==> src/rtl/psec6_readout_seq.sv <==
// psec6_readout_seq: walks enabled channels/counter selects, settles the mux,
// captures each counter word and shifts it out MSB first. Option: PSEC6_RO_PARITY_EN.
module psec6_readout_seq #(
    parameter int NUM_CH     = 8,
    parameter int NUM_SEL    = 5,
    parameter int DATA_W     = 12,
    parameter int SETTLE_CYC = 2
) (
    input  logic              spi_clk,
    input  logic              rstn,
    input  logic              inst_readout,
    input  logic              inst_rst,
    input  logic [NUM_CH-1:0] ch_mask,
    input  logic [DATA_W-1:0] ch_data,
    output logic [2:0]        ch_sel,
    output logic [2:0]        cnt_sel,
    output logic              ro_data,
    output logic              ro_valid,
    output logic              ro_frame,
    output logic              busy,
    output logic              ro_done
);

    localparam int IDX_W = $clog2(NUM_CH + 1);
    localparam int CYC_W = $clog2(DATA_W + SETTLE_CYC + 1);

    typedef enum logic [2:0] {
        S_IDLE, S_SCAN, S_SETTLE, S_SHIFT, S_PARITY, S_DONE
    } state_t;

    state_t              state_q, state_d;
    logic                prev_q;
    logic [NUM_CH-1:0]   mask_q;
    logic [IDX_W-1:0]    idx_q;
    logic [2:0]          sel_q;
    logic [2:0]          ch_sel_q, cnt_sel_q;
    logic [CYC_W-1:0]    cyc_q;
    logic [DATA_W-1:0]   shreg_q;
`ifdef PSEC6_RO_PARITY_EN
    logic                par_q;
`endif

    logic                rise;
    logic                hit;
    logic [2:0]          hit_ch;
    logic                settle_last;
    logic                shift_last;

    assign rise        = inst_readout & ~prev_q;
    assign settle_last = (cyc_q == CYC_W'(SETTLE_CYC - 1));
    assign shift_last  = (cyc_q == CYC_W'(DATA_W - 1));

    // Lowest enabled channel at or above the current scan index
    always_comb begin
        hit    = 1'b0;
        hit_ch = '0;
        for (int i = NUM_CH - 1; i >= 0; i--) begin
            if (mask_q[i] && (IDX_W'(i) >= idx_q)) begin
                hit    = 1'b1;
                hit_ch = 3'(i);
            end
        end
    end

    // State register
    always_ff @(posedge spi_clk or negedge rstn) begin
        if (!rstn) state_q <= S_IDLE;
        else       state_q <= state_d;
    end

    // Next-state logic; the reset instruction overrides everything
    always_comb begin
        state_d = state_q;
        unique case (state_q)
            S_IDLE:   if (rise) state_d = S_SCAN;
            S_SCAN:   state_d = hit ? S_SETTLE : S_DONE;
            S_SETTLE: if (settle_last) state_d = S_SHIFT;
`ifdef PSEC6_RO_PARITY_EN
            S_SHIFT:  if (shift_last) state_d = S_PARITY;
            S_PARITY: state_d = S_SCAN;
`else
            S_SHIFT:  if (shift_last) state_d = S_SCAN;
`endif
            S_DONE:   state_d = S_IDLE;
            default:  state_d = S_IDLE;
        endcase
        if (inst_rst) state_d = S_IDLE;
    end

    // Datapath: edge detect, mask latch, scan index, selects, shift register
    always_ff @(posedge spi_clk or negedge rstn) begin
        if (!rstn) begin
            prev_q    <= 1'b0;
            mask_q    <= '0;
            idx_q     <= '0;
            sel_q     <= '0;
            ch_sel_q  <= '0;
            cnt_sel_q <= '0;
            cyc_q     <= '0;
            shreg_q   <= '0;
`ifdef PSEC6_RO_PARITY_EN
            par_q     <= 1'b0;
`endif
        end else begin
            prev_q <= inst_readout;
            if (inst_rst) begin
                idx_q     <= '0;
                sel_q     <= '0;
                ch_sel_q  <= '0;
                cnt_sel_q <= '0;
                cyc_q     <= '0;
            end else begin
                unique case (state_q)
                    S_IDLE: begin
                        if (rise) begin
                            mask_q <= ch_mask;
                            idx_q  <= '0;
                            sel_q  <= '0;
                        end
                    end
                    S_SCAN: begin
                        cyc_q <= '0;
                        if (hit) begin
                            ch_sel_q  <= hit_ch;
                            cnt_sel_q <= sel_q;
                            idx_q     <= IDX_W'(hit_ch);
                        end
                    end
                    S_SETTLE: begin
                        if (settle_last) begin
                            cyc_q   <= '0;
                            shreg_q <= ch_data;
`ifdef PSEC6_RO_PARITY_EN
                            par_q   <= ^ch_data;
`endif
                        end else begin
                            cyc_q <= cyc_q + 1'b1;
                        end
                    end
                    S_SHIFT: begin
                        shreg_q <= {shreg_q[DATA_W-2:0], 1'b0};
                        if (shift_last) begin
                            cyc_q <= '0;
                            if (sel_q == 3'(NUM_SEL - 1)) begin
                                sel_q <= '0;
                                idx_q <= idx_q + 1'b1;
                            end else begin
                                sel_q <= sel_q + 1'b1;
                            end
                        end else begin
                            cyc_q <= cyc_q + 1'b1;
                        end
                    end
                    default: ;
                endcase
            end
        end
    end

    // Outputs decoded from the current state
    always_comb begin
        ch_sel   = ch_sel_q;
        cnt_sel  = cnt_sel_q;
        busy     = (state_q != S_IDLE);
        ro_done  = (state_q == S_DONE);
        ro_valid = 1'b0;
        ro_frame = 1'b0;
        ro_data  = 1'b0;
        if (state_q == S_SHIFT) begin
            ro_valid = 1'b1;
            ro_frame = (cyc_q == '0);
            ro_data  = shreg_q[DATA_W-1];
        end
`ifdef PSEC6_RO_PARITY_EN
        if (state_q == S_PARITY) begin
            ro_valid = 1'b1;
            ro_data  = par_q;
        end
`endif
    end

endmodule

==> config.mk <==
export PLATFORM = sky130hd
export DESIGN_NAME = psec6_readout_seq
export DESIGN_NICKNAME = d
export VERILOG_FILES = /design/src/rtl/psec6_readout_seq.sv
export SDC_FILE = /design/constraint.sdc
export NUM_CORES = 1
export LEC_CHECK = 0
export BUFFER_PORTS_ARGS = -buffer_cell sky130_fd_sc_hd__clkbuf_2
export CAP_MARGIN = 20
export CORE_MARGIN = 2
export CORE_UTILIZATION = 41
export CTS_CLUSTER_DIAMETER = 30
export DETAILED_ROUTE_END_ITERATION = 8
export SYNTH_ARGS = -nofsm -noshare
export SYNTH_HDL_FRONTEND = slang
export SYNTH_SLANG_ARGS = --single-unit
==> constraint.sdc <==
create_clock -name spi_clk -period 3.16 [get_ports spi_clk]
set_clock_uncertainty 0.15 [all_clocks]
set_input_delay 0.316 -clock spi_clk [delete_from_list [all_inputs] [get_ports spi_clk]]
set_output_delay 0.316 -clock spi_clk [all_outputs]
set_load 0.02 [all_outputs]
# After elaboration in Yosys (flattened, before gate mapping)
# Index checks and enable logic that the tools add are counted.
[classes] n_addsub=3 magnitude_cmp=8 n_eq_ne=13 n_mux=48 bitwise=3 n_reduce_logical=23
[ops] cell="3-bit two-way mux" count=23
[ops] cell="4-bit two-way mux" count=8
[ops] cell="12-bit one-hot mux with 2 select lines" count=1
[ops] cell="4-bit one-hot mux with 3 select lines" count=2
[ops] cell="3-bit by 4-bit greater-or-equal comparator with 1-bit output, first input constant" count=4
[ops] cell="3-bit != test, second input constant" count=5
[ops] cell="12-bit two-way mux" count=1
[ops] cell="3-bit one-hot mux with 4 select lines" count=1
[ops] cell="3-bit AND reduction" count=4
[ops] cell="1-bit two-way mux" count=11
[ops] cell="4-bit by 1-bit adder with 4-bit output, second input constant" count=2
[ops] cell="1-bit by 4-bit greater-or-equal comparator with 1-bit output, first input constant" count=2
[ops] cell="2-bit by 4-bit greater-or-equal comparator with 1-bit output, first input constant" count=2
[ops] cell="1-bit logical AND" count=8
[ops] cell="4-bit nonzero test" count=2
[ops] cell="3-bit by 2-bit == test with 1-bit output, second input constant" count=2
[ops] cell="3-bit == test, second input constant" count=2
[ops] cell="3-bit one-hot mux with 2 select lines" count=1
[ops] cell="2-bit nonzero test" count=3
[ops] cell="3-bit nonzero test" count=2
[ops] cell="5-bit AND reduction" count=1
[ops] cell="4-bit by 1-bit == test with 1-bit output, second input constant" count=1
[ops] cell="4-bit == test, second input constant" count=1
[ops] cell="4-bit zero test" count=1
[ops] cell="7 further kinds" count=8
[totals] reg_bits=41

# Logic depth before layout (Yosys ltp)
# Gate-level depths: netlist of run 1.
[depth] ltp_word=13 mapped_depth=9 depth_no_buf=8

# Worst setup path after synthesis of run 1
# Ideal clock, no wire load.
[synth_timing] path_type="register to register" from="register idx_q[1]" to="register idx_q[2]" setup_time_ns=0.077 arrival_ns=1.983 required_ns=2.933 path_slack_ns=0.950 path_stages_with_launch=9 n_path_buf=1 period_less_slack_ns=2.210 path_cell_list="dfrtp_1 -> ha_1 -> nor4bb_1 -> or3_1 -> and2_1 -> buf_6 -> o32a_1 -> or3_1 -> a21oi_1"
[synth_via] elab_chain_len=13 word_cells_on_any_way=40 cone_classes="add/sub (1); order compare (8); eq/ne (1); mux (21); reduce/logical (9)"
[synth_rtl] item="from (decl)" line="34" rtl="logic [IDX_W-1:0] idx_q;"
[synth_rtl] item="from (signal assigned)" line="126" rtl="idx_q <= IDX_W'(hit_ch);"
[synth_rtl] item="from (signal assigned)" line="146" rtl="idx_q <= idx_q + 1'b1;"
[synth_rtl] item="3-bit by 4-bit greater-or-equal comparator with 1-bit output" line="58" rtl="if (mask_q[i] && (IDX_W'(i) >= idx_q)) begin"
[synth_rtl] item="1-bit logical AND" line="58"
[synth_rtl] item="3-bit two-way mux (8 in series)" line="58"
[synth_rtl] item="4-bit two-way mux" line="123" rtl="if (hit) begin"
[synth_rtl] item="4-bit one-hot mux with 3 select lines" line="113" rtl="unique case (state_q)"
[synth_rtl] item="4-bit two-way mux" line="106" rtl="if (inst_rst) begin"
# Several ways; a longest one is shown, not always the timed one. The select of a mux whose other input is x is not followed.
# A chain may end at the register's enable or synchronous reset.

# Final worst setup path of run 1
# Ends and elaborated chain as after synthesis.

==> results of run 1 <==
## per-stage QoR
step                area [um^2]  hold WS, ps  std cells  setup WS, ps  utilization
floorplan                  2340         -130        243           950            -
CTS                        2630         5.60        348           828        0.477
global placement           2510          302        339           868        0.456
finish                     2630         6.80        348           834        0.477
detailed placement         2530          139        340           852        0.459
global route               2630         8.86        348           563        0.477
## layer usage
metal	track usage	vias up
met5	0	-
met4	0.0379	0
met3	0.0407	5
met2	0.261	28
met1	0.223	799
li1	-	916
## layout make-up
class / count / area (um^2)
sequential: 41 / 1030
timing repair buffer: 37 / 208
tap: 72 / 90.1
inverter: 16 / 60.1
fill: 567 / 2880
clock buffer: 7 / 86.3
multi-input combinational: 175 / 1150
## where the power goes
part | switching, mW | leakage (nW) | internal [mW]
Combinational | 0.349 | 0.682 | 0.279
Sequential | 0.119 | 0.544 | 0.663
Clock | 0.170 | 0.0443 | 0.173
Total | 0.638 | 1.27 | 1.12
## what timing repair did
action,4_1_cts,5_1_grt
hold endpoints to repair,15,0
setup buffers,0,0
hold buffers,1,0
## critical path: cells and delay by family, from the launching register on
kind,cells,cell delay (ps)
fa+ha+maj,1,230
compound gates,4,920
simple gates,2,500
flops,1,460
## kinds of logic (layout without fill, tap and decap cells)
group,count (synthesis),in the layout,synth area share
mux,20,20,0.0899
xor+xnor,1,1,0.00375
flops,41,41,0.439
fa+ha+maj,8,8,0.0428
buf+inv,27,60,0.0669
compound gates,65,65,0.183
simple gates,81,81,0.175
## registers in the layout, indices dropped and copies added (netlist names)
| signal | flops |
|---|---|
| ch_sel | 3 |
| cnt_sel | 3 |
| cyc_q | 4 |
| idx_q | 4 |
| mask_q | 8 |
| prev_q | 1 |
| sel_q | 3 |
| shreg_q | 12 |
| state_q | 3 |
## cells in the final DEF, fill, tap and decap left out, types with 4 or more instances in the layout
cell,n
dfrtp_1,41
nand2b_1,8
a21oi_1,16
nor3_1,4
clkbuf_8,6
mux2i_1,12
mux2_2,7
clkbuf_2,34
ha_1,8
or3_1,6
nand2_1,29
inv_1,16
o21ai_0,22
nor2_1,16
## how the worst min path moves through the flow
stage               cells after the start  slack, ps                     end    startpoint
finish                                  1          7        prev_q$_DFF_PN0_  inst_readout
global route                            1          9        prev_q$_DFF_PN0_  inst_readout
CTS                                     1          6        prev_q$_DFF_PN0_  inst_readout
detailed placement                      1        140  state_q[2]$_DFFE_PN0P_          rstn
global placement                        1        300        prev_q$_DFF_PN0_  inst_readout
floorplan                               0       -130   ch_sel[0]$_DFFE_PN0P_          rstn
==> flow_summary.yaml, run 1 <==
outcome:
  status: "finished, final reports clean"
cells_and_area:
  layout.nets: 308
  syn_to_final_growth_pct: 12.3
  drive_gt1_frac: 0.214
  antenna_cells: 0
synthesis:
  netlist_instances: 243
  yosysTopAreaCell: "dfrtp_1"
  synth_ff_type: "dfrtp_1"
  yosysSeqAreaShare: 0.439
  synth_area_um2: 2340
  synthArstFlopShare: 1.00
  synth_cell_types: 50
  yosys-top-cells-count: "dfrtp_1 (41), nand2_1 (29), o21ai_0 (22)"
  syn_nets: 275
  synth.area.top_cells: "dfrtp_1 (44%), mux2i_1 (5.1%), o21ai_0 (4.7%), nand2_1 (4.7%), ha_1 (4.3%)"
  yosysMostFrequentCell: "dfrtp_1"
  synth_edf_count: 0
  yosys_warnings: 0
  synth-seq-cells: 41
  synth.avg_cell_area_um2: 9.62
  yosysTopAreaCellShare: 0.439
clocking:
  postCtsResizedCells: 0
  htree_levels: 2
  clk_pin_slew_worst_paths_ps: 80
  cts.path.max_buffers: 2
  worst_skew_pair.late_latency_ps: 290
  cts_inserted_buffers: 5
  cts_tree: "done"
  cts-root-buf: "clkbuf_8"
  cts_num_sinks: 41
power_and_ir_drop:
  static-leakage-power_nw: 1.27
  powerDensity_nw_per_um2: 668
  total_power_mw: 1.75
  ir_drop_uv: 329
drt:
  highest_layer: "met4"
  drtIter0Drc: 88
  firstDrtPassIters: 4
  wl_met2_mm: 2.24
  vias: 1748
  drc_errors: 0
  routed_wl_mm: 4.71
  via_per_inst: 5.02
  drtAntennaViolNets: 0
  routed-wl-met3_um: 177
  wl_per_cell_um: 13.5
  m1WireLength_mm: 2.26
job:
  max_cap_violations: 0
worst_setup_path:
  crit_chain: "ha_1, nand2b_1, a21o_2, a211o_2, o32a_1, or3_1, a21oi_1"
  endpoint: "idx_q[2]$_DFFE_PN0P_"
  max_stage_delay_ps: 460
  cp_data_arrival_time_ps: 2390
  r2r_slack_ps: 830
  crit_type: "reg2reg"
  slowest_stage: "dfrtp_1"
  worstReg2RegStart: "idx_q[1]$_DFFE_PN0P_"
  crit_fanout: 8
  startpoint: "idx_q[1]$_DFFE_PN0P_"
  required_ps: 3230
  startpoint_type: "flip-flop"
  worstSetupEndpointType: "flip-flop"
  r2r_end: "idx_q[2]$_DFFE_PN0P_"
  reg2regPathDepth: 7
timing:
  fin_crit_ps: 2330
  hold_viol_final: 0
  final.setup.tns_ps: 0
  final-setup-viol-count: 0
  slew_headroom: 0.545
  fmax_mhz: 430
  worst_pin_slew_ps: 682
  drv_slew: 0
  rsz0062_at_grt: "no"
  fin_crit_sh: 0.736
hold_path:
  hold_path.class: "in2reg"
global_route:
  grt_usage: 0.163
  grt.overflow.total: 0
  grt_pass1_vias: 1656
  grt_pass1_wl_mm: 8.07
  antenna_found_initial: 0
  grt_max_degree: 27
place:
  io_buffer_count: 34
  place.detailed.hpwl_mm: 3.52
  place_congestion: 0.801
floorplanning:
  ios: 35
  fp.dieH_um: 79.5
  row_count: 27
  initial_core_util: 0.424
  fp.dieArea_um2: 6320
  die_w_um: 79.5
  design.core.area_um2: 5510
(Power assumes the default switching activity.)
==> inputs of run 2 (changes only) <==
==> constraint.sdc (replaced) <==
create_clock -name spi_clk -period 2.3 [get_ports spi_clk]
set_clock_uncertainty 0.15 [all_clocks]
set_input_delay 0.23 -clock spi_clk [delete_from_list [all_inputs] [get_ports spi_clk]]
set_output_delay 0.23 -clock spi_clk [all_outputs]
set_load 0.02 [all_outputs]
==> flow_summary.yaml, run 2 (same netlist as run 1, synthesis figures left out) <==
hold_path:
  min_path_cells: 2
  min_to: "mask_q[7]$_DFFE_PN0P_"
  hp-start: "ch_mask[7]"
  hold_path.class: "in2reg"
floorplanning:
  design.core.area_um2: 5510
  initial_core_util: 0.424
  die_w_um: 79.5
  row_count: 27
  fp.dieArea_um2: 6320
  fp.dieH_um: 79.5
  ios: 35
clocking:
  cts-root-buf: "clkbuf_8"
  htree_levels: 2
  cts_num_sinks: 41
  cts.path.max_buffers: 2
  cts_inserted_buffers: 5
  clk_pin_slew_worst_paths_ps: 80
  cts_tree: "done"
  worst_skew_pair.late_latency_ps: 300
global_route:
  grt_max_degree: 42
  grt_pass1_wl_mm: 8.65
  antenna_found_initial: 0
  grt.overflow.total: 0
  grt_pass1_vias: 1878
  grt_usage: 0.174
drt:
  drtIter0Drc: 96
  m1WireLength_mm: 2.35
  routed-wl-met3_um: 153
  vias: 1842
  drtAntennaViolNets: 0
  firstDrtPassIters: 4
  wl_per_cell_um: 13.9
  routed_wl_mm: 5.06
  drc_errors: 0
  via_per_inst: 5.06
  highest_layer: "met4"
  wl_met2_mm: 2.53
timing:
  final-setup-viol-count: 0
  worst_pin_slew_ps: 693
  drv_slew: 0
  fin_crit_ps: 2230
  setup_ws_ps: 69.2
  fmax_mhz: 448
  hold_viol_final: 0
  rsz0062_at_grt: "yes"
  fin_crit_sh: 0.970
  slew_headroom: 0.538
cells_and_area:
  final_cell_mix: "dfrtp_1 (39), clkbuf_2 (34), nand2_1 (28)"
  drive_gt1_frac: 0.291
  mostFrequentLayoutCell: "dfrtp_1"
  antenna_cells: 0
  finalNonFillerCells: 364
  syn_to_final_growth_pct: 21.1
  seqCellArea_um2: 1030
  top_regs: "shreg_q: 12 flops, mask_q: 8 flops"
  largest_register: "shreg_q"
  fillers: 507
  layout.nets: 323
  largest_register_ffs: 12
  final_core_util: 0.514
  multi_input_area_um2: 1220
worst_setup_path:
  startpoint_type: "flip-flop"
  cp_data_arrival_time_ps: 2290
  max_stage_delay_ps: 450
  crit_fanout: 5
  reg2regPathDepth: 8
  slowest_stage: "dfrtp_2"
  r2r_end: "idx_q[1]$_DFFE_PN0P_"
  required_ps: 2360
  crit_chain: "inv_1, ha_2, nand2b_1, a32oi_2, a22oi_1, or3_1, a2111o_1, o21ai_0"
  worstReg2RegStart: "idx_q[1]$_DFFE_PN0P_"
  worstSetupEndpointType: "flip-flop"
  r2r_slack_ps: 70
  crit_type: "reg2reg"
  startpoint: "idx_q[1]$_DFFE_PN0P_"
place:
  place_congestion: 0.879
  dp.cells: 348
  place.detailed.hpwl_mm: 3.63
  io_buffer_count: 34
  pre_cts_slack_ps: 9.89
power_and_ir_drop:
  powerDensity_nw_per_um2: 939
  comb_power_share: 0.380
  static-leakage-power_nw: 1.37
  p_sw_frac: 0.361
  p_int_mw: 1.70
  pwr-share-seq: 0.399
  p_sw_mw: 0.960
  ir_drop_uv: 374
  p_clk_frac: 0.220
job:
  max_cap_violations: 0
outcome:
  status: "finished, final reports clean"
run 2: changes by cell type in the layout (fill, tap and decap cells not counted), sizes merged:
cell / before / now
buf: 2 / 15
bufinv: 0 / 1
clkbuf: 41 / 39
clkinv: 0 / 1
clkinvlp: 0 / 1
dlygate4sd3: 1 / 3
run 2: worst max-delay path by stage:
stage	end	slack (ps)	cells past startpoint
3_5_place_dp	idx_q[3]$_DFFE_PN0P_	10	7
6_report	idx_q[1]$_DFFE_PN0P_	70	8
5_1_grt	idx_q[1]$_DFFE_PN0P_	-9	8
3_3_place_gp	idx_q[2]$_DFFE_PN0P_	60	8
2_1_floorplan	idx_q[2]$_DFFE_PN0P_	90	8
4_1_cts	idx_q[3]$_DFFE_PN0P_	10	7
run 2: repair_timing:
| item | in CTS | in global routing |
|---|---|---|
| setup endpoints to repair | 2 | 9 |
| hold endpoints to repair | 43 | 0 |
| pin swaps | 0 | 9 |
| gates resized for setup | 3 | 13 |
| setup buffers | 0 | 5 |
| hold buffers | 3 | 0 |
run 2: routing by layer:
layer / track usage / up-vias
li1: - / 947
met2: 0.289 / 24
met1: 0.224 / 867
met4: 0.0466 / 0
met5: 0 / -
met3: 0.0475 / 4
run 2: metrics by stage:
stage	hold WS (ps)	power [mW]	setup TNS, ps	area [um^2]
final	11.8	2.66	0	2830
after global routing	14.4	2.87	-8.98	2830
after CTS	1.56	2.62	0	2730
after detailed placement	188	2.01	0	2580
after global placement	191	1.99	0	2580
after floorplan	-216	1.76	0	2340
run 2: power groups by stage:
stage          sequential, mW  combinational (mW)  clock (mW)
6_report                 1.06                1.01       0.586
4_1_cts                  1.06               0.951       0.610
3_5_place_dp             1.07               0.942           0
3_3_place_gp             1.06               0.934           0
2_1_floorplan            1.05               0.706           0
5_1_grt                  1.09                1.14       0.641
run 2: final cells by class:
| type | instances | share of cell area |
|---|---|---|
| multi-input combinational | 175 | 0.432 |
| sequential | 41 | 0.363 |
| timing repair buffer | 52 | 0.111 |
| tap | 72 | 0.0318 |
| clock buffer | 5 | 0.0243 |
| inverter | 16 | 0.0212 |
| clock inverter | 3 | 0.0164 |
run 2: critical path: cells and delay by family, from the launching register on:
family,cells,cell delay (ps)
AOI/OAI and AO/OA,4,780
adders and majority gates,1,200
buffers and inverters,1,80
DFF,1,450
and+or+nand+nor,2,510
==> inputs of run 3 (changes only) <==
--- a/config.mk
+++ b/config.mk
@@ -7,6 +7,7 @@
 export LEC_CHECK = 0
 export BUFFER_PORTS_ARGS = -buffer_cell sky130_fd_sc_hd__clkbuf_2
 export CAP_MARGIN = 20
+export CORE_ASPECT_RATIO = 1.25
 export CORE_MARGIN = 2
 export CORE_UTILIZATION = 41
 export CTS_CLUSTER_DIAMETER = 30
==> flow_summary.yaml, run 3 (same netlist as run 1, synthesis figures left out) <==
outcome:
  status: "finished, final reports clean"
worst_setup_path:
  startpoint_type: "flip-flop"
  required_ps: 2370
  reg2regPathDepth: 8
  cp_data_arrival_time_ps: 2330
  crit_fanout: 6
  crit_type: "reg2reg"
  worstSetupEndpointType: "flip-flop"
place:
  placed_area_um2: 2570
  place.detailed.hpwl_mm: 3.58
  io_buffer_count: 34
  pre_cts_slack_ps: -0.208
  place_congestion: 0.852
cells_and_area:
  finalInstanceArea_um2: 2900
  syn_to_final_growth_pct: 24.3
  drive_gt1_frac: 0.316
  largest_register: "shreg_q"
  final_cell_mix: "dfrtp_1 (39), clkbuf_2 (34), nand2_1 (28)"
  antenna_cells: 0
  mostFrequentLayoutCell: "dfrtp_1"
  layout.nets: 328
  top_regs: "shreg_q: 12 flops, mask_q: 8 flops"
  largest_register_ffs: 12
floorplanning:
  initial_core_util: 0.426
  ios: 35
  fp.dieH_um: 88.4
  row_count: 30
  die_w_um: 71.5
  design.core.area_um2: 5480
  fp.dieArea_um2: 6320
clocking:
  cts_inserted_buffers: 5
  cts_num_sinks: 41
  cts_tree: "done"
  worst_skew_pair.late_latency_ps: 300
  clk_pin_slew_worst_paths_ps: 80
  cts.path.max_buffers: 2
  htree_levels: 2
  cts-root-buf: "clkbuf_8"
hold_path:
  min_path_cells: 3
  hold_path.class: "in2reg"
drt:
  drtIter0Drc: 111
  wl_per_cell_um: 14.6
  vias: 1932
  firstDrtPassIters: 6
  via_per_inst: 5.35
  routed_wl_mm: 5.28
  drc_errors: 0
  drtAntennaViolNets: 0
timing:
  final-setup-viol-count: 0
  rsz0062_at_grt: "yes"
  drv_slew: 0
  slew_headroom: 0.577
  final.setup.tns_ps: 0
  hold_viol_final: 0
  setup_ws_ps: 38.7
  fin_crit_sh: 0.983
  fin_hold_ws_ps: 8.49
  worst_pin_slew_ps: 635
  fmax_mhz: 442
  fin_crit_ps: 2260
power_and_ir_drop:
  ir_drop_uv: 545
  powerDensity_nw_per_um2: 929
  static-leakage-power_nw: 1.40
global_route:
  grt_pass1_vias: 1780
  antenna_found_initial: 0
  grt_usage: 0.167
  grt_max_degree: 26
  grt_pass1_wl_mm: 8.31
  grt.overflow.total: 0
job:
  max_cap_violations: 0
-- run 3: changes by cell type in the layout (fill, tap and decap cells not counted), sizes merged --
cell,change
buf,+3
clkbuf,+2
dlygate4sd3,+2
bufinv,-1
clkinvlp,-1
-- run 3: repair_timing --
item | CTS | global route
resized for setup | 1 | 26
setup buffers | 0 | 7
hold buffers | 3 | 2
endpoints found under the hold margin | 25 | 2
endpoints found under the setup margin | 2 | 11
pin swaps | 0 | 11
gates cloned | 0 | 0
-- run 3: final cells by class --
cell class,count,area (um^2)
clock buffer,7,96.3
clock inverter,1,5.00
fill,502,2580
inverter,16,62.6
multi-input combinational,175,1280
sequential,41,1030
tap,64,80.1
timing repair buffer,57,355
-- run 3: path summary, 6_finish.rpt --
kind / slack (ps) / end / startpoint
worst max-delay path: 40 / idx_q[3]$_DFFE_PN0P_ / idx_q[1]$_DFFE_PN0P_
worst max register to register: 40 / idx_q[3]$_DFFE_PN0P_ / idx_q[1]$_DFFE_PN0P_
worst min-delay path: 8 / shreg_q[0]$_DFFE_PN0P_ / ch_data[0]
worst min register to register: 330 / shreg_q[11]$_DFFE_PN0P_ / shreg_q[11]$_DFFE_PN0P_
max in group asynchronous: 1080 / idx_q[0]$_DFFE_PN0P_ / rstn
min in group asynchronous: 330 / mask_q[0]$_DFFE_PN0P_ / rstn
-- run 3: report_power, final --
part / leakage [nW] / switching [mW] / internal [mW]
logic: 0.809 / 0.582 / 0.521
clock network: 0.0542 / 0.257 / 0.272
registers: 0.541 / 0.153 / 0.912
total: 1.40 / 0.993 / 1.70
-- run 3: metrics by stage --
| step | power (mW) | utilization | instances |
|---|---|---|---|
| after floorplan | 1.76 | - | 243 |
| after global placement | 2.01 | 0.470 | 341 |
| after detailed placement | 2.02 | 0.470 | 341 |
| after CTS | 2.57 | 0.495 | 352 |
| after global routing | 2.90 | 0.530 | 361 |
| final | 2.70 | 0.530 | 361 |
-- run 3: critical path: stages, from the launching register on --
cell and delay, ps:
dfrtp_2 480, buf_4 160, buf_4 140, nand2b_1 150, a21boi_2 220, a211o_4 160, o211ai_4 100, or4_1 480
a21oi_1 140
-- run 3: per-layer routing --
layer / vias to the layer above / wire length [um] / global-route usage / share of wire
met2: 47 / 2670 / 0.284 / 0.50
met4: 0 / 123 / 0.0686 / 0.023
met3: 15 / 270 / 0.0399 / 0.051
met5: - / 0 / 0 / 0
met1: 917 / 2220 / 0.205 / 0.42
li1: 953 / - / - / -
